[src/rtl/seq_alu_pkg.sv]
// Shared types and latency constants for the sequential ALU.
package seq_alu_pkg;

    localparam int ALU_WIDTH  = 32;
    localparam int MUL_CYCLES = ALU_WIDTH / 2;
    localparam int DIV_CYCLES = ALU_WIDTH + 1;

    typedef enum logic [3:0] {
        OP_AND    = 4'b0000,
        OP_OR     = 4'b0001,
        OP_NEG    = 4'b0010,
        OP_NOT    = 4'b0011,
        OP_ADD    = 4'b0100,
        OP_SUB    = 4'b0101,
        OP_MUL    = 4'b0110,
        OP_DIV    = 4'b0111,
        OP_SHR    = 4'b1000,
        OP_SHRA   = 4'b1001,
        OP_SHL    = 4'b1010,
        OP_ROR    = 4'b1011,
        OP_ROL    = 4'b1100,
        OP_INCPC  = 4'b1101,
        OP_BRANCH = 4'b1110,
        OP_RSVD   = 4'b1111
    } alu_op_t;

    typedef enum logic [2:0] {
        ST_IDLE,
        ST_MUL,
        ST_DIV,
        ST_FIX,
        ST_DONE
    } alu_state_t;

endpackage

[src/rtl/seq_alu_booth.sv]
// One radix-4 Booth iteration: selects 0/+-M/+-2M from a bit triplet and accumulates it.
module booth_r4_step #(
    parameter int WIDTH = 32
) (
    input  logic [2*WIDTH-1:0] acc,
    input  logic [2*WIDTH-1:0] mcand,
    input  logic [2:0]         bits,
    output logic [2*WIDTH-1:0] acc_next
);

    logic [2*WIDTH-1:0] pp;

    always_comb begin
        pp = '0;
        case (bits)
            3'b001, 3'b010: pp = mcand;
            3'b011:         pp = {mcand[2*WIDTH-2:0], 1'b0};
            3'b100:         pp = -{mcand[2*WIDTH-2:0], 1'b0};
            3'b101, 3'b110: pp = -mcand;
            default:        pp = '0;
        endcase
        acc_next = acc + pp;
    end

endmodule

[src/rtl/seq_alu.sv]
// Multi-cycle ALU with start/busy/done handshake, Booth multiplier and optional
// non-restoring divider (enabled by defining ALU_DIV_EN).
module seq_alu
    import seq_alu_pkg::*;
#(
    parameter int WIDTH = ALU_WIDTH
) (
    input  logic               clk,
    input  logic               clr_n,
    input  logic               start,
    input  logic [3:0]         op,
    input  logic [WIDTH-1:0]   a,
    input  logic [WIDTH-1:0]   b,
    output logic               busy,
    output logic               done,
    output logic [2*WIDTH-1:0] c,
    output logic               div_by_zero,
    output logic               illegal_op
);

    localparam int SW = $clog2(WIDTH);
    localparam int CW = $clog2(WIDTH + 1);
    localparam logic [CW-1:0] MUL_LAST = CW'(WIDTH / 2 - 1);

    alu_state_t         state, state_nxt;
    alu_op_t            op_in, op_q;
    logic [WIDTH-1:0]   a_q, b_q;
    logic [CW-1:0]      cnt;
    logic [2*WIDTH-1:0] acc, acc_nxt, mcand;
    logic [WIDTH-1:0]   mplr;
    logic               mplr_prev;

    assign op_in = alu_op_t'(op);

    always_ff @(posedge clk or negedge clr_n) begin
        if (!clr_n) state <= ST_IDLE;
        else        state <= state_nxt;
    end

    always_comb begin
        state_nxt = state;
        case (state)
            ST_IDLE: begin
                if (start) begin
                    case (op_in)
                        OP_MUL:  state_nxt = ST_MUL;
`ifdef ALU_DIV_EN
                        OP_DIV:  state_nxt = (b == '0) ? ST_DONE : ST_DIV;
`endif
                        default: state_nxt = ST_DONE;
                    endcase
                end
            end
            ST_MUL: if (cnt == MUL_LAST) state_nxt = ST_DONE;
`ifdef ALU_DIV_EN
            ST_DIV: if (cnt == CW'(WIDTH - 1)) state_nxt = ST_FIX;
            ST_FIX: state_nxt = ST_DONE;
`endif
            default: state_nxt = ST_IDLE;
        endcase
    end

    booth_r4_step #(.WIDTH(WIDTH)) u_booth (
        .acc      (acc),
        .mcand    (mcand),
        .bits     ({mplr[1:0], mplr_prev}),
        .acc_next (acc_nxt)
    );

    // Multiplicand walks left and multiplier walks right two bits per Booth digit.
    always_ff @(posedge clk or negedge clr_n) begin
        if (!clr_n) begin
            op_q      <= OP_AND;
            a_q       <= '0;
            b_q       <= '0;
            cnt       <= '0;
            acc       <= '0;
            mcand     <= '0;
            mplr      <= '0;
            mplr_prev <= 1'b0;
        end else begin
            case (state)
                ST_IDLE: begin
                    if (start) begin
                        op_q      <= op_in;
                        a_q       <= a;
                        b_q       <= b;
                        cnt       <= '0;
                        acc       <= '0;
                        mcand     <= {{WIDTH{a[WIDTH-1]}}, a};
                        mplr      <= b;
                        mplr_prev <= 1'b0;
                    end
                end
                ST_MUL: begin
                    acc       <= acc_nxt;
                    mcand     <= {mcand[2*WIDTH-3:0], 2'b00};
                    mplr      <= {2'b00, mplr[WIDTH-1:2]};
                    mplr_prev <= mplr[1];
                    cnt       <= cnt + CW'(1);
                end
                ST_DIV: cnt <= cnt + CW'(1);
                default: ;
            endcase
        end
    end

`ifdef ALU_DIV_EN
    logic [WIDTH+1:0]   rem, rem_sh, rem_nxt;
    logic [WIDTH-1:0]   quo, dvs, rem_fix, quo_out, rem_out;
    logic [2*WIDTH-1:0] div_res;

    always_comb begin
        rem_sh  = {rem[WIDTH:0], quo[WIDTH-1]};
        rem_nxt = rem[WIDTH+1] ? rem_sh + {2'b00, dvs} : rem_sh - {2'b00, dvs};
        rem_fix = rem[WIDTH-1:0] + (rem[WIDTH+1] ? dvs : '0);
        quo_out = (a_q[WIDTH-1] ^ b_q[WIDTH-1]) ? -quo : quo;
        rem_out = a_q[WIDTH-1] ? -rem_fix : rem_fix;
    end

    // Magnitudes are divided unsigned; signs are reapplied in FIX.
    always_ff @(posedge clk or negedge clr_n) begin
        if (!clr_n) begin
            rem     <= '0;
            quo     <= '0;
            dvs     <= '0;
            div_res <= '0;
        end else begin
            case (state)
                ST_IDLE: begin
                    if (start) begin
                        rem <= '0;
                        quo <= a[WIDTH-1] ? -a : a;
                        dvs <= b[WIDTH-1] ? -b : b;
                    end
                end
                ST_DIV: begin
                    rem <= rem_nxt;
                    quo <= {quo[WIDTH-2:0], ~rem_nxt[WIDTH+1]};
                end
                ST_FIX: div_res <= {rem_out, quo_out};
                default: ;
            endcase
        end
    end
`endif

    logic [SW-1:0]      sh;
    logic [SW:0]        rol_sh;
    logic [WIDTH-1:0]   lo;
    logic [2*WIDTH-1:0] result;
    logic               wide, res_dbz, res_ill;

    always_comb begin
        sh      = b_q[SW-1:0];
        rol_sh  = (SW+1)'(WIDTH) - {1'b0, sh};
        lo      = '0;
        wide    = 1'b0;
        result  = '0;
        res_dbz = 1'b0;
        res_ill = 1'b0;
        case (op_q)
            OP_AND:            lo = a_q & b_q;
            OP_OR:             lo = a_q | b_q;
            OP_NEG:            lo = -a_q;
            OP_NOT:            lo = ~a_q;
            OP_ADD, OP_BRANCH: lo = a_q + b_q;
            OP_SUB:            lo = a_q - b_q;
            OP_MUL: begin
                wide   = 1'b1;
                result = acc;
            end
            OP_DIV: begin
`ifdef ALU_DIV_EN
                wide = 1'b1;
                if (b_q == '0) begin
                    res_dbz = 1'b1;
                    result  = {a_q, {WIDTH{1'b1}}};
                end else begin
                    result  = div_res;
                end
`else
                res_ill = 1'b1;
`endif
            end
            OP_SHR:            lo = a_q >> sh;
            OP_SHRA:           lo = $signed(a_q) >>> sh;
            OP_SHL:            lo = a_q << sh;
            OP_ROR:            lo = WIDTH'({a_q, a_q} >> sh);
            OP_ROL:            lo = WIDTH'({a_q, a_q} >> rol_sh);
            OP_INCPC:          lo = b_q + WIDTH'(1);
            default:           res_ill = 1'b1;
        endcase
        if (!wide) result = {{WIDTH{1'b0}}, lo};
    end

    // Every output is a flop; results only move on the DONE cycle.
    always_ff @(posedge clk or negedge clr_n) begin
        if (!clr_n) begin
            busy        <= 1'b0;
            done        <= 1'b0;
            c           <= '0;
            div_by_zero <= 1'b0;
            illegal_op  <= 1'b0;
        end else begin
            busy <= (state == ST_MUL) || (state == ST_DIV) || (state == ST_FIX);
            done <= (state == ST_DONE);
            if (state == ST_DONE) begin
                c           <= result;
                div_by_zero <= res_dbz;
                illegal_op  <= res_ill;
            end
        end
    end

endmodule

[config.mk]
export PLATFORM = sky130hd
export DESIGN_NAME = seq_alu
export DESIGN_NICKNAME = d
export VERILOG_FILES = /design/src/rtl/seq_alu_pkg.sv /design/src/rtl/seq_alu_booth.sv /design/src/rtl/seq_alu.sv
export SDC_FILE = /design/constraint.sdc
export NUM_CORES = 2
export LEC_CHECK = 0
export CAP_MARGIN = 25
export CORE_UTILIZATION = 60
export CTS_BUF_LIST = sky130_fd_sc_hd__clkbuf_4
export CTS_CLUSTER_SIZE = 28
export DETAILED_ROUTE_END_ITERATION = 8
export GPL_TIMING_DRIVEN = 1
export PLACE_DENSITY = 0.79
export SLEW_MARGIN = 25
export SYNTH_ARGS = -nofsm -noshare
export SYNTH_HDL_FRONTEND = slang
export SYNTH_SLANG_ARGS = --single-unit
[constraint.sdc]
create_clock -name clk -period 6.9 [get_ports clk]
set_input_delay 1.035 -clock clk [delete_from_list [all_inputs] [get_ports clk]]
set_output_delay 1.035 -clock clk [all_outputs]
set_load 0.05 [all_outputs]
# Yosys cells after proc, flatten, opt, wreduce, memory -nomap -nowiden
# Cells that the tools add are included.
[op_classes]
n_bitwise = 3
shift = 5
addsub = 9
reduce_logical = 15
n_mux = 20
n_eq_ne = 27
[op_table]
columns = ["cell", "count"]
rows = [
  ["one-hot mux 32 bit (12 select lines)", 1],
  ["2-to-1 mux 64 bit", 4],
  ["one-hot mux 64 bit (2 select lines)", 2],
  ["one-hot mux 64 bit (4 select lines)", 1],
  ["negator 64 bit", 2],
  ["adder 64 bit", 1],
  ["one-hot mux 32 bit (2 select lines)", 1],
  [">> shifter 64 x 5 -> 32 bit", 1],
  [">> shifter 64 x 6 -> 32 bit", 1],
  ["adder 32 x 1 -> 32 bit, second input constant", 1],
  ["adder 32 bit", 1],
  ["bitwise AND 32 bit", 1],
  ["2-to-1 mux 32 bit", 1],
  ["negator 32 bit", 1],
  ["inverter 32 bit", 1],
  ["OR 32 bit", 1],
  ["left shift 32 x 5 -> 32 bit", 1],
  [">> shifter 32 x 5 -> 32 bit", 1],
  [">>> shifter 32 x 5 -> 32 bit", 1],
  ["subtractor 32 bit", 1],
  ["equality test 4 bit, second input constant", 7],
  ["equality test 4 x 3 -> 1 bit, second input constant", 4],
  ["OR reduction 14 bit", 1],
  ["equality test 3 x 2 -> 1 bit, second input constant", 4],
  ["20 further kinds", 38],
]
[totals]
register_bits = 305
inputBits = 71
out_inout_bits = 68
wordCells = 92

# Logic depth before layout (Yosys ltp)
[logic_depth]
ltp_word = 5
mapped_depth = 26
depth_no_buf = 24

# Modules after synthesis
# Synthesis repeated with hierarchy kept, for this count alone.
[hier_totals]
cells_unflattened = 4205
area_unflattened_um2 = 31438.9
[modules_own_cells]
columns = ["module", "instances", "cells_per_inst", "seq_area_each_um2", "area_per_inst_um2"]
rows = [
  ["seq_alu", 1, 3061, 7607.3, 24273.3],
  ["booth_r4_step", 1, 1144, 0.0, 7165.6],
]

# Least setup slack after synthesis
# No wires, ideal clock.
[synth_path]
path_type = "register -> register"
start = "register mcand[0]"
end = "register acc[63]"
setup_time_ns = 0.078
stages_incl_launch_ff = 24
n_path_buf = 0
period_less_slack_ns = 5.628
setup_slack_ns = 1.272
required_time_ns = 6.822
arrival_ns = 5.550
cell_sequence = "dfrtp_1 > inv_1 > ha_1 > nor3b_1 > nand4_1 > nand3b_1 > or4_1 > or3_1 > nor3_1 > xnor2_1 > a221oi_1 > nor2_1 > ha_1 > a21o_1 > a311oi_1 > o21ai_0 > a21oi_1 > nor2_1 > a211o_1 > o21ai_0 > a211oi_1 > or4_4 > a211oi_2 > o21bai_1"
[synth_between]
elab_chain_len = 4
word_cells_on_any_way = 5
cone_classes = "add/sub (3); mux (2)"
[synth_rtl]
columns = ["element", "line", "rtl"]
rows = [
  ["start, declared", "seq_alu.sv:29", "logic [2*WIDTH-1:0] acc, acc_nxt, mcand;"],
  ["start signal, assigned", "seq_alu.sv:90", "mcand <= {{WIDTH{a[WIDTH-1]}}, a};"],
  ["start signal, assigned", "seq_alu.sv:97", "mcand <= {mcand[2*WIDTH-3:0], 2'b00};"],
  ["negator 64 bit (on tied branches)", "seq_alu_booth.sv:19, seq_alu_booth.sv:18", ""],
  ["one-hot mux 64 bit (4 select lines) *", "seq_alu_booth.sv:15", "case (bits)"],
  ["adder 64 bit *", "seq_alu_booth.sv:22", "acc_next = acc + pp;"],
  ["one-hot mux 64 bit (2 select lines) *", "seq_alu.sv:82", "case (state)"],
  ["end signal, assigned", "seq_alu.sv:96", "acc <= acc_nxt;"],
  ["end, declared", "seq_alu.sv:29", ""],
]
# Every way passes the cells marked *; elsewhere a longest branch is shown, timed or not.
# A chain may end at the register's enable or synchronous reset.

# Final worst setup path
# Same ends and word-level chain as after synthesis.

==> summary.txt <==
Pwr
  – Leakage: 14.5 nW
  – Combinational share of power: 0.632
  – Power density cells: 366 nW/um^2
  – Clock Power Share: 0.139
  – NetSw: between 6 and 7 mW
  – Peak VDD IR: 0.220 mV
  – Reg power frac: 0.229
  – Sw Ratio: 0.549
  – Power Internal: between 5 and 6 mW

Clock tree
  – CTS tree: done
  – CTS Buffer Depth: 3
  – Clk_lat worst skew: ~0.95 ns
  – Root Buffer Master: clkbuf_4
  – Clk slew on worst S/H paths: 0.06 ns
  – Setup Fix Bufs, Post-CTS: 0
  – Clk sinks: approximately 300
  – CTS Buf Count: 86
  – Post-CTS Resized: 0
  – H-tree levels: 3
  – CTS Hold Buffers Added: 0

Worst setup path
  – Worst reg2reg path startpoint: mcand[0]$_DFFE_PN0P_
  – Reg2Reg Depth: 24
  – Crit Path Category: register to register
  – Reg2reg end: acc[63]$_DFFE_PN0P_
  – CP max FO: 7
  – CP max stage delay: about 0.51 ns
  – Crit path DAT: around 7.3 ns
  – Worst-path cell chain: inv_1, ha_1, nor3b_1, nand4_1, nand3b_1, or4_1, or3_1, nor3_1, xnor2_1, a221oi_1, nor2_1, ha_1, a21o_1, a311oi_1, o21ai_0, a21oi_1, nor2_1, a211o_1, o21ai_0, buf_4, a211oi_1, or4_4, a211oi_2, o21bai_1
  – Worst Path Required: just under 8 ns
  – Crit-path slowest cell: or4_1
  – Startpoint types: register
  – Crit. End Element: register
  – R2R setup slack: around 0.46 ns

Finish
  – Nets: about 4400
  – Final Util: 0.669
  – Most common cell after layout, fill and taps aside: nand2_1
  – Fraction of layout cells with a size suffix above 1: 0.0840
  – Area grow syn2layout: 9.58%
  – Commonest cells after routing, fill and taps aside: nand2_1, o21ai_0, nor2_1, a21oi_1, dfrtp_1
  – Fillcell total: around 4400
  – Fin area: between 30000 and 40000 sq um

Timing
  – Setup TNS: 0 ns
  – Clock Skews: 0.0763 ns
  – Worst hold slack: between 0.15 and 0.2 ns
  – Max-slew violations: 0
  – Slew HR: 0.155
  – Setup violators final: 0
  – Final Hold Fails: 0
  – Period utilisation layout: 0.933
  – Achievable Freq: approximately 0.16 GHz
  – RSZ-0062 raised after global routing: no
  – Measured slew at the worst slew-check pin: between 1 and 1.5 ns
  – Min Tclk post-route: ~6.4 ns

Place
  – Cell Area, Placed: around 33000 sq um
  – Placer Congestion: 1.13
  – DP Wirelength: just over 100000 um
  – I/O Buffers: roughly 140

Synthesis
  – Post-synthesis cell type count: between 80 and 90
  – EDFF count, synth: 0
  – Area of the mapped netlist: approximately 31000 sq um
  – #FFs+latches synth: around 300
  – Synthesized net count: 4381
  – Avg Synthesized Cell Area: 7.46 sq um
  – Async SR Flop Fraction: 1.00
  – Sequential area share after synthesis: 0.248
  – Synth Warn #: 0
  – Main synth FF type: dfrtp_1
  – Mapped Cells: between 4000 and 5000

Outcome
  – Violated checks: design-rule violations
  – Status: finished, violations left

Floorplanning
  – Initial core utilization: 0.611
  – Die Footprint: approximately 52000 sq um
  – Die Width: 228 um
  – Core Area: just over 50000 sq um
  – Height of the die: around 230 um
  – Ports: roughly 140
  – Row cnt: 82

Detailed routing
  – Via count: 34300
  – Drt via density: ~7.1
  – Drt first-iter violations: between 5000 and 6000
  – DRT Wirelength: between 100000 and 150000 um
  – Post-DRT Antenna Nets: 0
  – # DRC: 1
  – DR pass1 iterations: 9
  – Mean routed wirelength per cell: about 28 um

Hold path
  – Worst min path class: primary input to asynchronous set/reset pin

Global route
  – Initial antenna violation count: 13
  – All-Layer GR Usage: 0.520
  – Total congestion overflow: 0
  – Largest net degree at the start of global routing: around 220
  – Vias in the first global route: 32100
  – First-pass GRT wire length: just over 200000 um

Flow run
  – Maxcap violations: 0
## state kept, by name (all words and copies together) (netlist names)
register,flops
a_q,32
acc,64
b_q,32
busy,1
c,64
cnt,6
done,1
illegal_op,1
mcand,64
mplr,32
mplr_prev,1
op_q,4
state,2
## routing by layer
layer  global-route usage  vias up  part of all wire
met2                0.762     2630              0.42
met1                0.615    16000              0.35
met4                0.435       14              0.10
li1                     -    14900                 -
met3                0.176      751              0.13
met5              0.00551        -           0.00090
## final cells by class
class / count / area, sq um / area share
sequential: 304 / 7620 / 0.226
clock inverter: 32 / 165 / 0.00491
tap: 672 / 841 / 0.0250
timing repair buffer: 237 / 2170 / 0.0644
inverter: 119 / 448 / 0.0133
multi-input combinational: 3359 / 21500 / 0.639
clock buffer: 117 / 878 / 0.0261
antenna: 10 / 25.0 / 0.000744
## worst max-delay path: cells and delay by family, from the launching register on
kind / cells / cell delay, ns
compound gates: 10 / 2.10
xor+xnor: 1 / 0.09
fa+ha+maj: 2 / 0.57
buf+inv: 2 / 0.29
flops: 1 / 0.45
simple gates: 9 / 2.85
## power groups by stage
| stage | sequential (mW) | combinational [mW] | clock, mW |
|---|---|---|---|
| after floorplan | 2.77 | 4.87 | 0 |
| after detailed placement | 2.81 | 7.36 | 0 |
| after CTS | 2.77 | 7.40 | 1.71 |
| final | 2.82 | 7.78 | 1.71 |
| after global routing | 2.84 | 8.17 | 1.82 |
| after global placement | 2.79 | 7.32 | 0 |
## synthesized netlist by cell type, drive strengths merged, types with 19 or more instances
| master | count | area (sq um) |
|---|---|---|
| a211oi | 45 | 343 |
| a21o | 43 | 323 |
| a21oi | 326 | 1630 |
| a221oi | 51 | 447 |
| a22oi | 46 | 345 |
| a31oi | 69 | 432 |
| buf | 57 | 238 |
| clkbuf | 274 | 1030 |
| dfrtp | 304 | 7610 |
| ha | 194 | 2430 |
| inv | 111 | 417 |
| mux2i | 159 | 1590 |
| mux4 | 37 | 833 |
| nand2 | 637 | 2390 |
| nand2b | 44 | 275 |
| nand3 | 85 | 435 |
| nand4 | 31 | 200 |
| nor2 | 336 | 1260 |
| nor2b | 23 | 144 |
| nor3 | 64 | 325 |
| nor4 | 31 | 258 |
| o211ai | 33 | 248 |
| o21ai | 512 | 2560 |
| o21bai | 24 | 180 |
| o221ai | 22 | 193 |
| o22ai | 30 | 188 |
| or2 | 19 | 119 |
| or3 | 43 | 279 |
| xnor2 | 133 | 1160 |
| xor2 | 76 | 666 |
## logic make-up (layout without fill, tap and decap cells)
family / count (synthesis) / count (layout) / share of synthesized area
AND/OR/NAND/NOR: 1379 / 1379 / 0.201
buffers and inverters: 450 / 505 / 0.0558
AO/OA/AOI/OAI: 1365 / 1365 / 0.271
XOR/XNOR: 209 / 209 / 0.0596
adder cells (fa/ha/maj): 197 / 197 / 0.0810
other: 1 / 11 / 0.000122
multiplexers: 208 / 208 / 0.0834
flip-flops: 304 / 304 / 0.248
## metrics by stage
stage	setup WS, ns	cells	total power [mW]
finish	0.464	4850	12.3
global route	0.0704	4845	12.8
CTS	0.538	4839	11.9
detailed placement	0.607	4690	10.2
global placement	0.682	4689	10.1
floorplan	1.27	4113	7.65
## worst max-delay path by stage
stage / from / end / slack (ns) / cells past startpoint
after global routing: mcand[0]$_DFFE_PN0P_ / acc[63]$_DFFE_PN0P_ / 0.07 / 24
after floorplan: mcand[0]$_DFFE_PN0P_ / acc[63]$_DFFE_PN0P_ / 1.27 / 23
after global placement: mcand[8]$_DFFE_PN0P_ / acc[63]$_DFFE_PN0P_ / 0.68 / 22
after detailed placement: mcand[0]$_DFFE_PN0P_ / acc[62]$_DFFE_PN0P_ / 0.61 / 21
after CTS: mcand[0]$_DFFE_PN0P_ / acc[62]$_DFFE_PN0P_ / 0.54 / 21
final: mcand[0]$_DFFE_PN0P_ / acc[63]$_DFFE_PN0P_ / 0.46 / 24
Note: power is estimated with default switching activity, not from simulation.
